$ cat src/rtl/irq_controller.sv
// rtl/irq_controller.sv - edge-detecting, maskable, fixed-priority interrupt controller
// Single request in flight: latched ID is held from assert through handler exit.
module irq_controller #(
  parameter int          NSRC = 4,
  parameter logic [31:0] BASE = 32'h4000_0030
) (
  input  logic            clk,
  input  logic            reset,
  input  logic [NSRC-1:0] src_irq,
  input  logic            kernel,
  input  logic            rd,
  input  logic            wr,
  input  logic [31:0]     addr,
  input  logic [31:0]     wdata,
  output logic [31:0]     rdata,
  output logic            irq
);

  typedef enum logic [1:0] {IDLE, ASSERT, SERVICE} state_t;

  state_t          state, state_next;
  logic [NSRC-1:0] prev, pend, mask, pend_next, act, ack_clr, w1c_clr, id_mask;
  logic            gen;
  logic [2:0]      id, id_next, low_id;
  logic            sel, wr_sel;
  logic [1:0]      idx;
  logic            unused_bits;

  assign sel    = (addr[31:4] == BASE[31:4]);
  assign idx    = addr[3:2];
  assign wr_sel = wr & sel;
  assign act    = pend & mask;
  assign id_mask = NSRC'(1) << id;
  assign unused_bits = ^{addr[1:0], wdata[31:NSRC]};

  // Scan downward so the lowest set index is the last one written.
  always_comb begin
    low_id = '0;
    for (int i = NSRC - 1; i >= 0; i--) begin
      if (act[i]) low_id = 3'(i);
    end
  end

  always_comb begin
    state_next = state;
    id_next    = id;
    ack_clr    = '0;
    case (state)
      IDLE: begin
        if (gen && (|act) && !kernel) begin
          state_next = ASSERT;
          id_next    = low_id;
        end
      end
      ASSERT: begin
        if (kernel) begin
          state_next = SERVICE;
          ack_clr    = id_mask;
        end else if (!gen || !(|(act & id_mask))) begin
          state_next = IDLE;
        end
      end
      SERVICE: begin
        if (!kernel) begin
          state_next = IDLE;
          id_next    = '0;
        end
      end
      default: state_next = IDLE;
    endcase
  end

  // New edges are OR-ed in after the clears so a simultaneous set wins.
  assign w1c_clr   = (wr_sel && idx == 2'd0) ? wdata[NSRC-1:0] : '0;
  assign pend_next = (pend & ~(w1c_clr | ack_clr)) | (src_irq & ~prev);

  always_ff @(posedge clk or negedge reset) begin
    if (!reset) begin
      state <= IDLE;
      id    <= '0;
      prev  <= '0;
      pend  <= '0;
      mask  <= '0;
      gen   <= 1'b0;
    end else begin
      state <= state_next;
      id    <= id_next;
      prev  <= src_irq;
      pend  <= pend_next;
      if (wr_sel && idx == 2'd1) mask <= wdata[NSRC-1:0];
      if (wr_sel && idx == 2'd2) gen  <= wdata[0];
    end
  end

  always_comb begin
    rdata = '0;
    if (rd && sel) begin
      case (idx)
        2'd0: rdata[NSRC-1:0] = pend;
        2'd1: rdata[NSRC-1:0] = mask;
        2'd2: rdata[0]        = gen;
        default: begin
          rdata[31]  = (state != IDLE);
          rdata[2:0] = id;
        end
      endcase
    end
  end

  assign irq = (state == ASSERT) & ~kernel;

endmodule

$ cat config.mk
export PLATFORM = sky130hd
export DESIGN_NAME = irq_controller
export DESIGN_NICKNAME = d
export VERILOG_FILES = /design/src/rtl/irq_controller.sv
export SDC_FILE = /design/constraint.sdc
export NUM_CORES = 1
export LEC_CHECK = 0
export CAP_MARGIN = 20
export CORE_UTILIZATION = 30
export DETAILED_ROUTE_END_ITERATION = 10
export DONT_BUFFER_PORTS = 1
export GPL_TIMING_DRIVEN = 0
export PLACE_DENSITY = 0.47
export SLEW_MARGIN = 20
export SYNTH_ARGS = -nofsm -noshare
export SYNTH_HDL_FRONTEND = slang
export SYNTH_SLANG_ARGS = --single-unit
$ cat constraint.sdc
create_clock -name clk -period 2 [get_ports clk]
set_input_delay 0.4 -clock clk [delete_from_list [all_inputs] [get_ports clk]]
set_output_delay 0.4 -clock clk [all_outputs]
set_load 0.005 [all_outputs]
==> qor.txt <==
CTS H-tree depth = 1
largest net degree at the start of global routing = 18
Clk pin slew, worst setup/hold paths = 0.07 ns
Synth cell types = 33
f_max = 507 MHz
RR Startpoint = state[0]
Reg2Reg Depth = 5
GRT Resource Usage Total = 0.124
Antenna Cells = 0
Crit Path Class = in2out
worst-margin pin slew = 0.775 ns
share of power burned in combinational logic = 0.130
final setup fails = 0
register bit count reported by yosys = 17
GP Congestion = 0.834
Seq pwr share = 0.501
Max clock buf depth = 2
I/O pins = 106
Fin Setup TNS = 0 ns
CTS Root Cell = clkbuf_8
chip width = 66.3 um
CP max FO = 4
Worst VDD drop = 422 uV
Placed Area = 1400 um^2
fin crit share = 0.986
startpoint types = input port
row cnt = 23
drt pass-1 iters = 4
CTS Buf Count = 3
EDFF count, synth = 0
initial antenna violation count = 0
Iteration-0 DRC Markers = 25
vias in the first global route = 879
Starting Density = 0.310
status = complete, no violations
warnings from Yosys = 0
element type at the critical path end = primary output
Reg-to-Reg End = pend[1]
clk_skew = 0.00321 ns
Cells after Synth = 128
Main synth FF type = dfrtp_1
Worst Slack Setup Final = 0.0289 ns
Die Y = 66.3 um
DRC = 0
Final min period = 1.97 ns
clk sinks = 17
Sw Ratio = 0.229
Net Switching = 0.000160 W
sequential share of the synthesized area = 0.343
CP startpoint = addr[26]
placement-stage worst setup slack = -0.209 ns
cell area after layout = 1500 um^2
CP endpoint = rdata[2]
Hold Fails Final Rpt = 0
share of layout cells above drive strength 1 = 0.325
leakage = 0.722 nW
hpwl dp = 2170 um
critical path required time = 1.60 ns
slew margin rel. = 0.481
WL final = 2680 um
P&R area growth vs syn = 21.2%
Syn Std Cell Area = 1240 um^2
Hold/Removal Path Class = in2reg
part of the power in the clock network = 0.369
die area = 4400 um^2
Detail Route Antenna Nets = 0
Via density = 4.63
RSZ-0062 raised after global routing = true
DR vias = 973
# Max-Cap Violations = 0
total gr overflow = 0
Int Power = 0.000538 W
register-to-register setup slack = 0.24 ns
Async SR Flop Fraction = 1.00
Cell Pwr Density = 464 nW/um^2
CP arrival = 1.57 ns
CTS tree = done
first-pass GRT wire length = 4020 um
Wirelength per Cell = 12.8 um
worst-skew pair later-pin latency = 0.25 ns
Max Slew Vio Count = 0
Syn Area/Cell = 9.70 um^2
Final nets = 234
IO Port Bufs = 0
core footprint = 4000 um^2
==> layout by cell type (no fill, tap or decap), types with 4 or more instances in the layout <==
cell / n
a221o_1: 4
buf_4: 28
conb_1: 27
dfrtp_1: 17
inv_1: 6
mux2_2: 5
mux2i_1: 4
nand2_1: 7
nor2_1: 5
nor2b_1: 6
nor4_1: 4
o21a_1: 4
==> worst min-delay path by stage <==
stage | slack (ns) | from | cells after the start | endpoint
global placement | 0.10 | reset | 0 | prev[2]
global route | 0.16 | src_irq[1] | 0 | prev[1]
floorplan | 0.10 | reset | 0 | gen
detailed placement | 0.10 | reset | 0 | prev[2]
CTS | 0.17 | src_irq[2] | 0 | prev[2]
finish | 0.17 | src_irq[3] | 0 | prev[3]
==> metrics by stage <==
step,power [W],cells,hold slack [ns],utilization
final,0.000697,210,0.170,0.376
after global routing,0.000732,210,0.159,0.376
after CTS,0.000702,209,0.165,0.371
after detailed placement,0.000432,204,0.105,0.350
after global placement,0.000431,204,0.105,0.350
after floorplan,0.000428,154,0.104,-
==> power groups by stage <==
| stage | sequential (W) | combinational [W] | clock, W |
|---|---|---|---|
| 3_3_place_gp | 0.000355 | 0.0000760 | 0 |
| 6_report | 0.000349 | 0.0000909 | 0.000257 |
| 5_1_grt | 0.000349 | 0.000103 | 0.000280 |
| 4_1_cts | 0.000349 | 0.0000871 | 0.000266 |
| 3_5_place_dp | 0.000355 | 0.0000765 | 0 |
| 2_1_floorplan | 0.000355 | 0.0000730 | 0 |
==> kinds of logic (layout without fill, tap and decap cells) <==
kind of cell | after synthesis | in the layout | synth area share
DFF | 17 | 17 | 0.343
and+or+nand+nor | 44 | 44 | 0.228
buffers and inverters | 36 | 42 | 0.192
xor gates and xnor gates | 1 | 1 | 0.00706
AOI/OAI and AO/OA | 18 | 18 | 0.114
other | 1 | 27 | 0.00302
muxes | 11 | 11 | 0.114
==> flip-flops by register name (all words and copies together), names as in the netlist <==
| signal | count |
|---|---|
| gen | 1 |
| id | 2 |
| mask | 4 |
| pend | 4 |
| prev | 4 |
| state | 2 |
==> Yosys cell counts (2+ instances only) <==
master    instances  area share
nor2b_1           6       0.030
mux4_2            2       0.036
nand4_2           2       0.020
dfrtp_1          17        0.34
and3_1            2       0.010
a22o_1            2       0.014
a221o_1           4       0.032
o21ai_0           3       0.012
clkbuf_1          2      0.0061
o21a_1            4       0.024
nor3_1            2      0.0081
nor2_1            7       0.021
or4_4             2       0.018
nand4b_1          3       0.021
nand2_1           8       0.024
buf_4            27        0.16
mux2_2            5       0.045
mux2i_1           4       0.032
and2_1            2       0.010
inv_1             6       0.018
o211ai_1          2       0.012
nor4_1            5       0.025
==> worst max-delay path: stages <==
cell and delay (ns):
or4_4 0.54, nor4_4 0.30, nand2_2 0.15, nor3_2 0.18
==> what timing repair did <==
item / in CTS / in global routing
hold buffers: 1 / 0
hold endpoints to repair: 17 / 0
endpoints found under the setup margin: 4 / 5
resized for setup: 5 / 5
pin swaps: 3 / 2
setup buffers: 0 / 1
==> layout make-up <==
type,count,area [um^2]
Fill cell,396,2500
Multi-Input combinational cell,101,714
Sequential cell,17,425
Buffer,30,216
Tap cell,50,62.6
Clock buffer,4,45.0
Inverter,6,22.5
Timing Repair Buffer,2,17.5
==> per-layer routing <==
metal / vias up / track usage / routed length, um
met3: 4 / 0.0276 / 205
met1: 456 / 0.146 / 1140
met5: - / 0 / 0
met2: 41 / 0.205 / 1290
met4: 0 / 0.0718 / 46
li1: 472 / - / -
Note: power is estimated with default switching activity, not from simulation.
